`config.mk`:
```
export PLATFORM = sky130hd
export DESIGN_NAME = uart_tx
export DESIGN_NICKNAME = d
export VERILOG_FILES = /design/src/rtl/uart_pkg.sv /design/src/rtl/uart_tx_serializer.sv /design/src/rtl/uart_tx.sv
export SDC_FILE = /design/constraint.sdc
export NUM_CORES = 1
export LEC_CHECK = 0
export ABC_AREA = 1
export ABC_CLOCK_PERIOD_IN_PS = 1700
export BUFFER_PORTS_ARGS = -buffer_cell sky130_fd_sc_hd__buf_2
export CORE_MARGIN = 3
export CORE_UTILIZATION = 35
export CTS_CLUSTER_DIAMETER = 50
export DETAILED_ROUTE_END_ITERATION = 10
export GPL_TIMING_DRIVEN = 0
export HOLD_SLACK_MARGIN = 0.12
export PLACE_DENSITY = 0.65
export SETUP_SLACK_MARGIN = 0.1
export SYNTH_ARGS = -nofsm -noshare
export SYNTH_HDL_FRONTEND = slang
export SYNTH_HIERARCHICAL = 1
export SYNTH_SLANG_ARGS = --single-unit
```
`constraint.sdc`:
```
create_clock -name CLK -period 1.7 [get_ports CLK]
set_clock_uncertainty 0.15 [all_clocks]
set_input_delay 0.51 -clock CLK [delete_from_list [all_inputs] [get_ports CLK]]
set_output_delay 0.51 -clock CLK [all_outputs]
set_load 0.005 [all_outputs]
```
`src/rtl/uart_pkg.sv`:
```
// Shared definitions for the UART transmitter: FSM state encoding,
// parity-type constants and the parity-bit helper.
package uart_pkg;

    typedef enum logic [2:0] {
        IDLE   = 3'd0,
        START  = 3'd1,
        DATA   = 3'd2,
        PARITY = 3'd3,
        STOP   = 3'd4
    } uart_state_e;

    localparam logic PAR_EVEN = 1'b0;
    localparam logic PAR_ODD  = 1'b1;

    // Even parity reproduces the data XOR; odd parity inverts it.
    function automatic logic parity_bit(input logic data_xor, input logic par_typ);
        return data_xor ^ (par_typ == PAR_ODD);
    endfunction

endpackage

```
`src/rtl/uart_tx_serializer.sv`:
```
// Load/shift datapath for the transmitter. The loaded word is held unshifted
// so its parity remains available after every data bit has been sent.
module uart_tx_serializer #(
    parameter int DATA_WIDTH = 8
) (
    input  logic                  clk,
    input  logic                  rst_n,
    input  logic                  load,
    input  logic                  shift_en,
    input  logic [DATA_WIDTH-1:0] data_in,
    output logic                  ser_out,
    output logic                  parity
);

    logic [DATA_WIDTH-1:0] word_q, word_d;
    logic [DATA_WIDTH-1:0] shift_q, shift_d;

    // Next-state: a load takes priority over shifting.
    always_comb begin
        word_d  = word_q;
        shift_d = shift_q;
        if (load) begin
            word_d  = data_in;
            shift_d = data_in;
        end else if (shift_en) begin
            shift_d = shift_q >> 1;
        end
    end

    // Word and shift registers, cleared by reset.
    always_ff @(posedge clk or negedge rst_n) begin
        if (!rst_n) begin
            word_q  <= '0;
            shift_q <= '0;
        end else begin
            word_q  <= word_d;
            shift_q <= shift_d;
        end
    end

    assign ser_out = shift_q[0];
    assign parity  = ^word_q;

endmodule

```
`src/rtl/uart_tx.sv`:
```
// UART transmitter: one serial bit per CLK cycle, optional parity bit.
//
//   state  | meaning
//   IDLE   | line high, waiting for DATA_VALID
//   START  | start bit (0)
//   DATA   | DATA_WIDTH data bits, LSB first
//   PARITY | parity bit (only when PAR_EN was latched high)
//   STOP   | stop bit (1), then back to IDLE
//
// Outputs are registered from the next state so TX_OUT shows the start bit
// in the cycle right after the accept edge.
module uart_tx
    import uart_pkg::*;
#(
    parameter int DATA_WIDTH = 8
) (
    input  logic                  CLK,
    input  logic                  RST,
    input  logic [DATA_WIDTH-1:0] P_DATA,
    input  logic                  DATA_VALID,
    input  logic                  PAR_EN,
    input  logic                  PAR_TYP,
    output logic                  TX_OUT,
    output logic                  Busy
);

    localparam int CNT_W = (DATA_WIDTH > 1) ? $clog2(DATA_WIDTH) : 1;
    localparam logic [CNT_W-1:0] CNT_LAST = CNT_W'(DATA_WIDTH - 1);

    uart_state_e      state_q, state_d;
    logic [CNT_W-1:0] cnt_q, cnt_d;
    logic             par_en_q, par_en_d;
    logic             par_typ_q, par_typ_d;
    logic             tx_q, tx_d;
    logic             busy_q, busy_d;
    logic             load, shift_en;
    logic             ser_out, ser_parity;

    uart_tx_serializer #(.DATA_WIDTH(DATA_WIDTH)) u_serializer (
        .clk      (CLK),
        .rst_n    (RST),
        .load     (load),
        .shift_en (shift_en),
        .data_in  (P_DATA),
        .ser_out  (ser_out),
        .parity   (ser_parity)
    );

    // Next-state, bit counter and output mux, driven from the next state.
    always_comb begin
        state_d   = state_q;
        cnt_d     = cnt_q;
        par_en_d  = par_en_q;
        par_typ_d = par_typ_q;
        load      = 1'b0;
        case (state_q)
            IDLE: begin
                if (DATA_VALID) begin
                    load      = 1'b1;
                    par_en_d  = PAR_EN;
                    par_typ_d = PAR_TYP;
                    state_d   = START;
                end
            end
            START:  state_d = DATA;
            DATA: begin
                if (cnt_q == CNT_LAST) begin
                    cnt_d   = '0;
                    state_d = par_en_q ? PARITY : STOP;
                end else begin
                    cnt_d = cnt_q + CNT_W'(1);
                end
            end
            PARITY: state_d = STOP;
            STOP:   state_d = IDLE;
            default: state_d = IDLE;
        endcase

        // Shifting on every edge into DATA keeps the next bit at position 0.
        shift_en = (state_d == DATA);

        case (state_d)
            START:   tx_d = 1'b0;
            DATA:    tx_d = ser_out;
            PARITY:  tx_d = parity_bit(ser_parity, par_typ_q);
            default: tx_d = 1'b1;
        endcase
        busy_d = (state_d != IDLE);
    end

    // FSM state, counter, latched configuration and registered outputs.
    always_ff @(posedge CLK or negedge RST) begin
        if (!RST) begin
            state_q   <= IDLE;
            cnt_q     <= '0;
            par_en_q  <= 1'b0;
            par_typ_q <= PAR_EVEN;
            tx_q      <= 1'b1;
            busy_q    <= 1'b0;
        end else begin
            state_q   <= state_d;
            cnt_q     <= cnt_d;
            par_en_q  <= par_en_d;
            par_typ_q <= par_typ_d;
            tx_q      <= tx_d;
            busy_q    <= busy_d;
        end
    end

    assign TX_OUT = tx_q;
    assign Busy   = busy_q;

endmodule
```
# Word-level counts from Yosys, hierarchy flattened
# Cells that the tools add are included.
# totals
register_bits,26
output_inout_bits,2
word_cells,32
# classes
n_addsub,1
n_eq_ne,7
n_mux,10
bitwise_logic,1
reduce_logical,5
# ops
operator,n
8-bit two-way mux,2
3-bit by 2-bit equality test with 1-bit output (second input constant),4
3-bit two-way mux,4
3-bit one-hot mux with 4 select lines,1
8-bit XOR reduction,1
3-bit by 1-bit equality test with 1-bit output (second input constant),2
3-bit by 1-bit adder with 3-bit output (second input constant),1
3-bit equality test (second input constant),1
3-bit logical NOT,1
1-bit one-hot mux with 3 select lines,1
3-bit nonzero test,1
1-bit two-way mux,2
2-bit AND reduction,1
2-bit nonzero test,1
1-bit bitwise XOR,1

# Logic depth before layout (Yosys ltp)
# logic_depth
ltp_word,6
mapped_depth,12
depth_no_buf,12

# Hierarchy
# The synthesis kept the hierarchy.
# modules_own_cells
module,instances,cells_each,area_each_um2,seq_area_each_um2
uart_tx_serializer,1,106,808.3,400.4
uart_tx,1,57,505.5,251.5

# Worst setup path before layout
# Ideal clock, no wire load.
# synth_path
kind,register to register
startpoint,register cnt_q[0]
endpoint,register u_serializer.shift_q[6]
setup_time_ns,0.130
arrival_time_ns,1.540
path_slack_ns,-0.121
stages_incl_launch_ff,13
path_buffers,0
cell_sequence,dfrtp_1 > ha_1 > ha_1 > inv_1 > nand2_1 > nand2_1 > nand2_4 > a21oi_2 > inv_1 > nand2_4 > inv_2 > nand2_1 > o211ai_1
# synth_via
elab_chain_cells,5
# synth_rtl
item,line_no,text
"start, declared",uart_tx.sv:31,"logic [CNT_W-1:0] cnt_q, cnt_d;"
"start signal, assigned",uart_tx.sv:102,cnt_q <= cnt_d;
3-bit equality test,uart_tx.sv:67,if (cnt_q == CNT_LAST) begin
3-bit two-way mux,uart_tx.sv:67,
3-bit one-hot mux with 4 select lines,uart_tx.sv:56,case (state_q)
3-bit by 2-bit equality test with 1-bit output,uart_tx.sv:80,shift_en = (state_d == DATA);
net shift_en,uart_tx.sv:36,"logic load, shift_en;"
2-bit nonzero test (no source line),-,
"end signal, assigned",uart_tx_serializer.sv:37,shift_q <= shift_d;
"end, declared",uart_tx_serializer.sv:16,"logic [DATA_WIDTH-1:0] shift_q, shift_d;"
# The timed path passes the listed nets, and every way through them passes these cells.
# A chain may end at the register's enable or synchronous reset.

# Final worst setup path
# layout_path
startpoint,register cnt_q[1]
endpoint,register u_serializer.shift_q[4]
# layout_via
elab_chain_cells,5
# layout_rtl
item,line_no,text
3-bit equality test,uart_tx.sv:67,
3-bit two-way mux,uart_tx.sv:67,
3-bit one-hot mux with 4 select lines,uart_tx.sv:56,
net state_d[0],uart_tx.sv:30,"uart_state_e state_q, state_d;"
3-bit by 2-bit equality test with 1-bit output,uart_tx.sv:80,
net shift_en,uart_tx.sv:36,
2-bit nonzero test (no source line),-,
# The timed path passes the listed nets, and every way through them passes these cells.

==> impl_metrics.tcl <==
set metrics [dict create \
    initial_utilization 0.379 \
    synth_flop_cell "dfrtp_1" \
    fmax_mhz 566 \
    synth_top_area_share 0.476 \
    worstPathRequired_ns 1.74 \
    cp-startpoint "cnt_q[1]" \
    critPathKind "reg2reg" \
    grt_max_degree 27 \
    die_h_um 67.3 \
    setup_viol_count_final 7 \
    synthArstFlopShare 1.00 \
    die_x_um 67.3 \
    min_from "PAR_EN" \
    synth-edff-count 0 \
    synth.avg_cell_area_um2 8.06 \
    num_vias 1080 \
    cap_violations 0 \
    dr.pass1.iters 4 \
    htreeDepth 1 \
    cp-start-kind "register" \
    placedCellCount 223 \
    nets 207 \
    gp_congestion 0.725 \
    final_cells 237 \
    hold_path.class "in2reg" \
    yosysWarnings 6 \
    rows 21 \
    syn_inst 163 \
    yosysTopAreaCell "dfrtp_1" \
    reg2reg_slack_ns -0.07 \
    overflow 0 \
    pre_cts_ws_ns -0.102 \
    r2r_start "cnt_q[1]" \
    worst_slack_ns -0.0667 \
    drtIter0Drc 34 \
    power_density_nw_per_um2 1850 \
    totalWireLength_mm 2.54 \
    syn_to_final_growth_pct 25.3 \
    violations "negative setup slack" \
    critPathSlowestCell "dfrtp_1" \
    synth_seq_cells 26 \
    syn-num-nets 178 \
    viasPerCell 4.56 \
    fin_crit_sh 1.04 \
    remaining_drc_errors 0 \
    cts.clk_slew.worst_paths_ns 0.09 \
    reg2reg_to "u_serializer/shift_q[4]" \
    cts_buffers 3 \
    drtAntennaViolNets 0 \
    rsz0062_at_grt "true" \
    boundaryPins 15 \
    grtUsageTotal 0.132 \
    reg2reg_depth 12 \
    cp_cell_sequence "ha_2, ha_4, nand2_4, nor2_4, nor2_4, inv_2, a21oi_4, buf_4, nand2_4, inv_4, nand2_2, o211ai_1" \
    leakagePower_nw 0.872 \
    synth.most_common_cell "nand2_1" \
    cts_max_path_buffers 2 \
    design_area_um2 1650 \
    synth.distinct_cells 23 \
    relSlewSlack 0.606 \
    cp-end-kind "register" \
    drt-wirelength-per-cell_um 10.7 \
    diodes 0 \
    cts_tree "done" \
    min_period_ns 1.77 \
    antenna_found_initial 0 \
    cts_root_buffer "clkbuf_8" \
    total_power_mw 3.04 \
    fill_cells 367 \
    status "finished with violations" \
    grt_pass1_wl_mm 4.53 \
    synthTopCellsByArea "dfrtp_1 (48%), nand2_1 (21%), inv_1 (4.0%), o21ai_1 (3.0%), nand2_4 (2.6%)" \
    cts.sinks 26 \
    crit_fanout 5 \
    port_buffers 14 \
    cpPeakStageDelay_ns 0.39 \
    die_area_um2 4520 \
    drive_gt1_frac 0.346 \
    synth_common_cells "nand2_1 (73), dfrtp_1 (25), inv_1 (14), inv_2 (8), o21ai_1 (8)" \
    grt_pass1_vias 1039 \
    worstPathArrival_ns 1.81 \
    hold_depth 3 \
    post-dp-hpwl_mm 1.85 \
    maxSlewViolCount 0 \
    worst_pin_slew_ns 0.591 \
    netlist_area_um2 1310 \
    coreArea_um2 3470 \
    clock_latency_ns 0.27 \
    ys_seq_area_frac 0.496 \
    max-vdd-ir-drop_v 0.000840 \
    final_hold_viol_count 0 \
    place_area_um2 1470 \
    min_to "par_en_q" \
]
==> routing by layer <==
layer / wire (um) / share of wire / up-vias / global-route usage
met5: 0 / 0 / - / 0
met4: 19 / 0.0075 / 0 / 0.0380
met3: 100 / 0.039 / 2 / 0.0349
met2: 1270 / 0.50 / 20 / 0.234
met1: 1140 / 0.45 / 494 / 0.156
li1: - / - / 564 / -
==> cell usage in the layout, fill, tap and decap left out, types with 2 or more instances in the layout <==
master | Yosys | routed
nor2_4 | 2 | 3
nand2_4 | 3 | 4
o21ai_1 | 8 | 8
buf_2 | 0 | 14
buf_4 | 0 | 8
inv_1 | 14 | 9
nand3_1 | 6 | 6
o211ai_1 | 3 | 3
o21ai_0 | 3 | 2
dfrtp_1 | 25 | 24
inv_2 | 8 | 10
nand2_1 | 73 | 67
clkbuf_8 | 0 | 4
nand2_2 | 2 | 7
buf_6 | 2 | 3
inv_4 | 0 | 3
==> logic make-up (layout without fill, tap and decap cells) <==
logic type / after synthesis / in the layout / synth area share
AND/OR/NAND/NOR: 91 / 91 / 0.307
flip-flops: 26 / 26 / 0.496
buffers and inverters: 25 / 53 / 0.0867
AO/OA/AOI/OAI: 18 / 18 / 0.0848
adder cells (fa/ha/maj): 2 / 2 / 0.0190
XOR/XNOR: 1 / 1 / 0.00667
==> flip-flops by register name (all words and copies together) (netlist names) <==
name	cells
par_typ_q	1
state_q	3
Busy	1
cnt_q	3
par_en_q	1
TX_OUT	1
u_serializer/word_q	8
u_serializer/shift_q	8
==> final cells by class <==
cell class                      instances  area (um2)  area share
Buffer                                  2        22.5      0.0137
Tap cell                               46        57.6      0.0350
Inverter                               23        98.8      0.0600
Sequential cell                        26         653       0.397
Multi-Input combinational cell        112         608       0.369
Clock buffer                            4        55.1      0.0334
Timing Repair Buffer                   24         151      0.0919
==> power by group <==
| group | switching (mW) | internal, mW | total, mW |
|---|---|---|---|
| Clock | 0.187 | 0.207 | 0.394 |
| Sequential | 0.197 | 0.918 | 1.11 |
| Combinational | 0.889 | 0.642 | 1.53 |
| Total | 1.27 | 1.77 | 3.04 |
==> worst max path at each step <==
| stage | endpoint | slack (ns) | depth (start not counted) |
|---|---|---|---|
| global route | u_serializer/shift_q[4] | -0.18 | 12 |
| detailed placement | u_serializer/shift_q[1] | -0.10 | 12 |
| finish | u_serializer/shift_q[4] | -0.07 | 12 |
| CTS | u_serializer/shift_q[6] | -0.09 | 12 |
| global placement | u_serializer/shift_q[6] | -0.09 | 12 |
| floorplan | u_serializer/shift_q[6] | 0.03 | 12 |
==> worst max-delay path: cells and delay by family (launching register included) <==
kind                     cells  cell delay [ns]
buffers and inverters        3             0.25
AO/OA/AOI/OAI                2             0.20
adder cells (fa/ha/maj)      2             0.37
AND/OR/NAND/NOR              5             0.32
flip-flops                   1             0.39
==> per-stage QoR <==
stage / hold WS, ns / utilization / TNS, ns
3_3_place_gp: 0.315 / 0.424 / -0.311
5_1_grt: 0.297 / 0.475 / -1.23
3_5_place_dp: 0.323 / 0.424 / -0.362
6_report: 0.283 / 0.475 / -0.365
4_1_cts: 0.276 / 0.454 / -0.345
2_1_floorplan: 0.0644 / - / 0
==> what timing repair did <==
action | 4_1_cts | 5_1_grt
buffers inserted | 3 | 6
resized for setup | 5 | 13
endpoints found under the hold margin | 25 | 0
pin swaps | 1 | 2
hold buffers | 1 | 0
setup endpoints to repair | 8 | 17
Power figures use the tool's default switching activity.
